==> config.mk <==
export PLATFORM = sky130hd
export DESIGN_NAME = mcu_sysctrl_gen
export DESIGN_NICKNAME = d
export VERILOG_FILES = /design/src/rtl/mcu_sysctrl_gen.sv
export SDC_FILE = /design/constraint.sdc
export NUM_CORES = 1
export LEC_CHECK = 0
export BUFFER_PORTS_ARGS = -buffer_cell sky130_fd_sc_hd__buf_2
export CAP_MARGIN = 20
export CORE_ASPECT_RATIO = 1.1
export CORE_MARGIN = 2
export CORE_UTILIZATION = 55
export DETAILED_ROUTE_END_ITERATION = 8
export PLACE_DENSITY = 0.83
export REMOVE_ABC_BUFFERS = 1
export SETUP_SLACK_MARGIN = 0.3
export SYNTH_ARGS = -nofsm -noshare
export SYNTH_HDL_FRONTEND = slang
export SYNTH_SLANG_ARGS = --single-unit
==> constraint.sdc <==
create_clock -name HCLK -period 16.15 [get_ports HCLK]
set_clock_uncertainty 0.15 [all_clocks]
set_input_delay 2.4225 -clock HCLK [delete_from_list [all_inputs] [get_ports HCLK]]
set_output_delay 2.4225 -clock HCLK [all_outputs]
set_load 0.01 [all_outputs]
==> src/rtl/mcu_sysctrl_gen.sv <==
// MCU system controller: AHB-Lite slave with boot remap, sticky reset cause, CFG bank and PLL low-power FSM.
// Optional write protection (KEY register at 0x0FC) is enabled by defining MCU_SYSCTRL_WPROT_EN.
module mcu_sysctrl_gen #(
  parameter int          NUM_CFG      = 4,
  parameter logic [31:0] CFG_RESET    = 32'h0000_0000,
  parameter int          LOCK_TIMEOUT = 1023,
  parameter int          CNT_W        = 16
) (
  input  logic                  HCLK,
  input  logic                  HRESET,
  input  logic                  HSEL,
  input  logic                  HREADY,
  input  logic [1:0]            HTRANS,
  input  logic [2:0]            HSIZE,
  input  logic                  HWRITE,
  input  logic [11:0]           HADDR,
  input  logic [31:0]           HWDATA,
  output logic                  HREADYOUT,
  output logic                  HRESP,
  output logic [31:0]           HRDATA,
  input  logic                  CFG_BOOT,
  input  logic                  SYSRESETREQ,
  input  logic                  WDOGRESETREQ,
  input  logic                  LOCKUP,
  input  logic                  SLEEPREQ,
  output logic                  SLEEPACK,
  input  logic                  PLL_LOCK,
  output logic                  PLL_EN,
  output logic                  REMAP,
  output logic [NUM_CFG*32-1:0] CFG_OUT
);

  // Bus handshake: an address phase is accepted when HSEL & HREADY & HTRANS[1];
  // the slave never stalls, so the following cycle is always the completing data phase.
  typedef enum logic [1:0] {
    ST_RUN    = 2'd0,
    ST_SLEEP  = 2'd1,
    ST_STOP   = 2'd2,
    ST_RELOCK = 2'd3
  } pwr_state_t;

  localparam logic [CNT_W-1:0] LOCK_T   = CNT_W'(LOCK_TIMEOUT);
  localparam logic [9:0]       CFG_BASE = 10'd4;
  localparam logic [9:0]       CFG_END  = 10'(4 + NUM_CFG);

  logic        d_valid, d_write;
  logic [11:0] d_addr;
  logic [2:0]  d_size;
  logic [9:0]  widx;
  logic [3:0]  lanes;
  logic        wr_en, remap_hit, info_hit, pctl_hit, stat_hit, cfg_hit, prot_ok;
  logic        remap_q, boot_pend, stop_en_q, lock_meta, lock_s;
  logic [3:0]  info_q, info_set, info_clr;
  logic [31:0] cfg_q [NUM_CFG];
  logic [31:0] rdata;
  pwr_state_t  state;
  logic [CNT_W-1:0] cnt;
  logic        sleepack_q, pll_en_q, timeout_hit;
  logic        unused_htrans0;

  assign unused_htrans0 = HTRANS[0];
  assign HREADYOUT = 1'b1;
  assign HRESP     = 1'b0;

  always_ff @(posedge HCLK or posedge HRESET) begin
    if (HRESET) begin
      d_valid <= 1'b0;
      d_write <= 1'b0;
      d_addr  <= '0;
      d_size  <= '0;
    end else if (HREADY) begin
      d_valid <= HSEL & HTRANS[1];
      d_write <= HWRITE;
      d_addr  <= HADDR;
      d_size  <= HSIZE;
    end
  end

  always_comb begin
    lanes = 4'b0000;
    case (d_size)
      3'd0:    lanes[d_addr[1:0]] = 1'b1;
      3'd1:    lanes = d_addr[1] ? 4'b1100 : 4'b0011;
      default: lanes = 4'b1111;
    endcase
  end

  assign widx      = d_addr[11:2];
  assign wr_en     = d_valid & d_write;
  assign remap_hit = (widx == 10'd0);
  assign info_hit  = (widx == 10'd1);
  assign pctl_hit  = (widx == 10'd2);
  assign stat_hit  = (widx == 10'd3);
  assign cfg_hit   = (widx >= CFG_BASE) && (widx < CFG_END);

`ifdef MCU_SYSCTRL_WPROT_EN
  // Window stays open for 16 cycles after the key, or until one protected write lands.
  localparam logic [31:0] KEY = 32'h5A5A_A5A5;
  logic [4:0] win_cnt;
  logic       key_ok, prot_wr;

  assign key_ok  = wr_en && (widx == 10'h03F) && (HWDATA == KEY);
  assign prot_ok = (win_cnt != 5'd0);
  assign prot_wr = wr_en & prot_ok & (remap_hit | pctl_hit | cfg_hit);

  always_ff @(posedge HCLK or posedge HRESET) begin
    if (HRESET)        win_cnt <= 5'd0;
    else if (key_ok)   win_cnt <= 5'd16;
    else if (prot_wr)  win_cnt <= 5'd0;
    else if (prot_ok)  win_cnt <= win_cnt - 5'd1;
  end
`else
  assign prot_ok = 1'b1;
`endif

  // A bus write in the first cycle after reset release overrides the boot-pin load.
  always_ff @(posedge HCLK or posedge HRESET) begin
    if (HRESET) begin
      remap_q   <= 1'b0;
      boot_pend <= 1'b1;
      stop_en_q <= 1'b0;
    end else begin
      boot_pend <= 1'b0;
      if (wr_en && remap_hit && lanes[0] && prot_ok) remap_q <= HWDATA[0];
      else if (boot_pend)                           remap_q <= CFG_BOOT;
      if (wr_en && pctl_hit && lanes[0] && prot_ok) stop_en_q <= HWDATA[0];
    end
  end

  assign info_set = {timeout_hit, LOCKUP, WDOGRESETREQ, SYSRESETREQ};
  assign info_clr = (wr_en && info_hit && lanes[0]) ? HWDATA[3:0] : 4'h0;

  always_ff @(posedge HCLK or posedge HRESET) begin
    if (HRESET) info_q <= 4'h0;
    else        info_q <= (info_q & ~info_clr) | info_set;
  end

  always_ff @(posedge HCLK or posedge HRESET) begin
    if (HRESET) begin
      for (int i = 0; i < NUM_CFG; i++) cfg_q[i] <= CFG_RESET;
    end else if (wr_en && prot_ok) begin
      for (int i = 0; i < NUM_CFG; i++) begin
        if (widx == 10'(4 + i)) begin
          for (int b = 0; b < 4; b++) begin
            if (lanes[b]) cfg_q[i][8*b +: 8] <= HWDATA[8*b +: 8];
          end
        end
      end
    end
  end

  always_comb begin
    for (int i = 0; i < NUM_CFG; i++) CFG_OUT[32*i +: 32] = cfg_q[i];
  end

  always_ff @(posedge HCLK or posedge HRESET) begin
    if (HRESET) begin
      lock_meta <= 1'b0;
      lock_s    <= 1'b0;
    end else begin
      lock_meta <= PLL_LOCK;
      lock_s    <= lock_meta;
    end
  end

  // Lock seen in the same cycle as the timeout takes priority, so no flag is raised.
  assign timeout_hit = (state == ST_RELOCK) && !lock_s && (cnt == LOCK_T);

  // Outputs are registered from the current state, lagging each transition by one cycle.
  always_ff @(posedge HCLK or posedge HRESET) begin
    if (HRESET) begin
      state      <= ST_RUN;
      cnt        <= '0;
      sleepack_q <= 1'b0;
      pll_en_q   <= 1'b1;
    end else begin
      sleepack_q <= (state != ST_RUN);
      pll_en_q   <= (state != ST_STOP);
      case (state)
        ST_RUN:    if (SLEEPREQ) state <= stop_en_q ? ST_STOP : ST_SLEEP;
        ST_SLEEP:  if (!SLEEPREQ) state <= ST_RUN;
        ST_STOP: begin
          if (!SLEEPREQ) begin
            state <= ST_RELOCK;
            cnt   <= '0;
          end
        end
        ST_RELOCK: begin
          if (lock_s || cnt == LOCK_T) state <= ST_RUN;
          else                         cnt   <= cnt + 1'b1;
        end
        default:   state <= ST_RUN;
      endcase
    end
  end

  assign SLEEPACK = sleepack_q;
  assign PLL_EN   = pll_en_q;
  assign REMAP    = remap_q;

  always_comb begin
    rdata = 32'h0;
    if (d_valid && !d_write) begin
      if (remap_hit) rdata[0] = remap_q;
      if (info_hit)  rdata[3:0] = info_q;
      if (pctl_hit)  rdata[0] = stop_en_q;
      if (stat_hit) begin
        rdata[1:0]          = state;
        rdata[2]            = lock_s;
        rdata[16 +: CNT_W]  = cnt;
      end
      for (int i = 0; i < NUM_CFG; i++) begin
        if (widx == 10'(4 + i)) rdata = cfg_q[i];
      end
    end
  end

  assign HRDATA = rdata;

endmodule

After elaboration in Yosys (flattened, before gate mapping):

Index checks and enable logic that the tools add are counted.

* bits of input ports: 60
* flip-flop bits (word level): 174
* word-level logic and storage cells: 119

* magnitude comparators: 2
* reductions and logical operators: 37
* muxes and demuxes: 26
* bitwise gates (word level): 5
* equality and inequality tests: 18
* add/subtract/negate cells: 1

Operators by type and width (count)
* two-way mux 32 bit: 5
* AND reduction 3 bit: 17
* two-way mux 16 bit: 3
* equality test 10 x 3 -> 1 bit (second input constant): 4
* case mux 16 bit (2 select lines): 1
* equality test 10 x 2 -> 1 bit (second input constant): 2
* adder 16 x 1 -> 16 bit (second input constant): 1
* equality test 16 x 10 -> 1 bit (second input constant): 1
* two-way mux 4 bit: 3
* equality test 10 x 1 -> 1 bit (second input constant): 1
* logical AND 1 bit: 10
* zero test 10 bit: 1
* two-way mux 2 bit: 5
* != test 2 bit (second input constant): 5
* case mux 2 bit (4 select lines): 1
* case mux 4 bit (2 select lines): 1
* nonzero test 2 bit: 3
* two-way mux 1 bit: 5
* AND 4 bit: 1
* equality test 2 bit (second input constant): 2
* inverter 4 bit: 1
* OR 4 bit: 1
* AND reduction 4 bit: 1
* equality test 3 x 1 -> 1 bit (second input constant): 1
* 11 further kinds: 13

Longest topological paths before layout:

* word-level depth: 10
* mapped depth: 7

Least setup slack after synthesis:

No wires, ideal clock.

* path type: reg2out
* start point: register d_addr[9]
* end point: output HRDATA[3]
* cell stages (with the launch flop): 6
* arrival time: 1.984 ns
* slack: 11.594 ns
* path buffers: 1
* cell sequence: dfrtp_1 or4_1 buf_4 nor3_1 o2111ai_1 a21oi_1

* word-level cells in the longest chain between the ends: 7

Ends and longest elaborated chain
* start, declared: RTL line 47 `logic [11:0] d_addr;`
* start signal, assigned: RTL line 69 `d_addr <= '0;`
* start signal, assigned: RTL line 74 `d_addr <= HADDR;`
* equality test 10 x 1 -> 1 bit: RTL line 91 `assign info_hit = (widx == 10'd1);`
* two-way mux 4 bit: RTL line 205 `if (info_hit) rdata[3:0] = info_q;`
* two-way mux 32 bit (3 in a row): RTL line 213 `if (widx == 10'(4 + i)) rdata = cfg_q[i];`
* two-way mux 32 bit *: RTL line 213
* two-way mux 32 bit *: RTL line 203 `if (d_valid && !d_write) begin`
* end, declared: RTL line 20 `output logic [31:0] HRDATA,`

Every way passes the cells marked *; elsewhere a longest branch is shown, timed or not.

Worst setup path after layout:

* start point: register d_addr[2]
* end point: output HRDATA[19]

* word-level cells in the longest chain between the ends: 7

Ends and longest elaborated chain
* equality test 10 x 2 -> 1 bit: RTL line 93 `assign stat_hit = (widx == 10'd3);`
* two-way mux 16 bit: RTL line 207 `if (stat_hit) begin`
* two-way mux 32 bit (3 in a row): RTL line 213
* two-way mux 32 bit *: RTL line 213
* two-way mux 32 bit *: RTL line 203

Marks and branches as above.

==> metrics.csv <==
metric;value;unit
critPathKind;flip-flop to output port;
ys_dominant_reg_cell;sky130_fd_sc_hd__dfrtp_1;
dpl_worst_slack;10.47;ns
max_cap_viol;0;
synth.cell_area;8630;um2
h-tree-depth;4;
grt_util_all_layers;28.3;%
worst_hold_path_type;flip-flop to flip-flop;
critical_path.startpoint_type;flip-flop;
worstPathCellList;nand4bb_1 -> nor4_4 -> a22oi_1 -> o22ai_1 -> buf_2;
synth-async-reset-ratio;100;%
vias;6875;
worst_skew_pair.late_latency;0.42;ns
maxSlewViolCount;0;
timing.critical_path.buf_inv;1;
post_route_cells_drive_above_1_share;47.4;%
detail_route.iter0.violations;496;
synth_sequential_area_ratio;50.5;%
final-hold-violation-count;0;
grt_antenna_before_repair;2;
floorplan.core_area;15600;um2
final_core_util;66.8;%
cts_setup_buffers;0;
place_congestion;0.910;
critical_path.max_fanout;46;
clk_pin_slew;0.06;ns
number_of_enable_type_register_cells_in_the_synthesized_netlist;0;
die_y;135;um
status;completed;
cts_inserted_buffers;17;
min_period_over_period;38.1;%
cp_slowest_cell;sky130_fd_sc_hd__dfrtp_2;
powerDensity;96.2;nW/um2
setup_total_negative_slack;0;ns
vias_per_cell;6.05;
grt_start_max_net_pins;97;
worst_path_arrival_time;3.58;ns
rsz0062_at_grt;no;
first_global_vias;6691;
layout_commonest_cell;sky130_fd_sc_hd__buf_2;
endpoint_kind;output port;
max-vdd-ir-drop;0.0689;mV
worstPathRequired;13.58;ns
worst_pin_slew;1.15;ns
ys_ff_latch;174;
overflow;0;
initial_core_util;55.5;%
fill_cells;1203;
syn_area_per_cell;12.0;um2
ys.warnings.count;0;
leakage;4.70;nW
die_w;123;um
antenna_violating_nets_post_route;0;
cts_repair_resize_count;0;
cts_tree;yes;
routed_wirelength;23300;um
post-route-drc-count;0;
crit_family;simple AND/OR/NAND/NOR gates;
synthToLayoutAreaGrowth;20.4;%
layout.nets;987;
clkSinkCount;174;
number_of_distinct_library_cells_after_synthesis;59;
detailed_routing_iteration_count_for_the_pre_antenna_repair_pass;5;
drt-wirelength-per-cell;20.5;um
clock-root-buffer;sky130_fd_sc_hd__clkbuf_16;
max_clock_freq;162;MHz
finalWorstPathRequiredPeriod;6.16;ns
cts_buffer_depth;2;
final-setup-viol-count;0;
i_o_pin_count;225;
critPathMaxStageDelay;1.06;ns
headroom_to_the_max_slew_limit;23.4;%
place.detailed.hpwl;15900;um
final_cell_mix;sky130_fd_sc_hd__buf_2, sky130_fd_sc_hd__dfrtp_1, sky130_fd_sc_hd__mux2_2;
die-area;16700;um2
io_buffers;221;
setup_slack;9.99;ns
holdWs;0.199;ns
grt_first_pass_wirelength;36200;um
synthesis.instances;719;
fp-row-count;48;
quantity_of_hold_fixing_buffers_added_after_cts;0;
-- Yosys cell counts, types with 13 or more instances --
cell	number	area [um2]
sky130_fd_sc_hd__nor2_1	30	113
sky130_fd_sc_hd__mux2_2	140	1580
sky130_fd_sc_hd__mux2i_1	27	270
sky130_fd_sc_hd__dfrtp_1	172	4300
sky130_fd_sc_hd__nand2_1	41	154
sky130_fd_sc_hd__o22ai_1	18	113
sky130_fd_sc_hd__clkbuf_1	24	90.1
sky130_fd_sc_hd__a21oi_1	19	95.1
sky130_fd_sc_hd__o21ai_0	31	155
sky130_fd_sc_hd__o21a_1	17	128
sky130_fd_sc_hd__a21o_1	13	97.6
-- cell type report --
type / count / area (um2) / area share, %
clock buffer: 21 / 460 / 4.43
timing repair buffer: 226 / 1140 / 11.0
antenna: 2 / 5.00 / 0.0482
sequential: 174 / 4360 / 41.9
multi-input combinational: 499 / 4070 / 39.2
tap: 200 / 250 / 2.41
clock inverter: 7 / 67.6 / 0.650
inverter: 8 / 35.0 / 0.337
-- power by group --
| part | total, mW | internal (mW) | switching [mW] |
|---|---|---|---|
| Sequential | 0.494 | 0.463 | 0.0310 |
| Combinational | 0.126 | 0.0535 | 0.0727 |
| Clock | 0.380 | 0.216 | 0.164 |
| Total | 1.00 | 0.732 | 0.267 |
-- per-stage QoR --
stage / instance area [um2] / instances / total power [mW]
2_1_floorplan: 8450 / 681 / 0.571
3_3_place_gp: 9860 / 1107 / 0.621
3_5_place_dp: 9860 / 1107 / 0.627
4_1_cts: 10400 / 1135 / 1.00
5_1_grt: 10400 / 1137 / 1.04
6_report: 10400 / 1137 / 1.00
-- registers in the layout (all words and copies together), names as in the netlist --
name       flops
SLEEPACK       1
PLL_EN         1
lock_meta      1
info_q         4
lock_s         1
d_write        1
CFG_OUT      128
d_addr        12
boot_pend      1
d_valid        1
d_size         3
cnt           16
REMAP          1
state          2
stop_en_q      1
-- path summary, 6_finish.rpt --
| path | start | end | slack [ns] | cells past startpoint |
|---|---|---|---|---|
| max | d_addr[2] | HRDATA[19] | 9.99 | 5 |
| max reg2reg | d_addr[2] | CFG_OUT[59] | 12.45 | 4 |
| max in group asynchronous | HRESET | d_addr[2] | 12.17 | 3 |
| min in group asynchronous | HRESET | CFG_OUT[48] | 2.01 | 2 |
| min | lock_meta | lock_s | 0.20 | 0 |
| min reg2reg | lock_meta | lock_s | 0.20 | 0 |
-- routing by layer --
| layer | GRT usage [%] | vias to the layer above | routed length [um] |
|---|---|---|---|
| met2 | 44.5 | 266 | 11400 |
| li1 | - | 3097 | - |
| met1 | 38.4 | 3465 | 9820 |
| met5 | 0 | - | 0 |
| met4 | 10.8 | 0 | 613 |
| met3 | 6.19 | 47 | 1450 |
-- cells by family after synthesis --
kind of cell / Yosys count / share of synthesized area, %
and+or+nand+nor: 176 / 13.4
DFF: 174 / 50.5
muxes: 169 / 21.7
AOI/OAI and AO/OA: 150 / 11.6
buffers and inverters: 47 / 2.52
other: 2 / 0.0870
adders and majority gates: 1 / 0.145
Note: power is estimated with default switching activity, not from simulation.
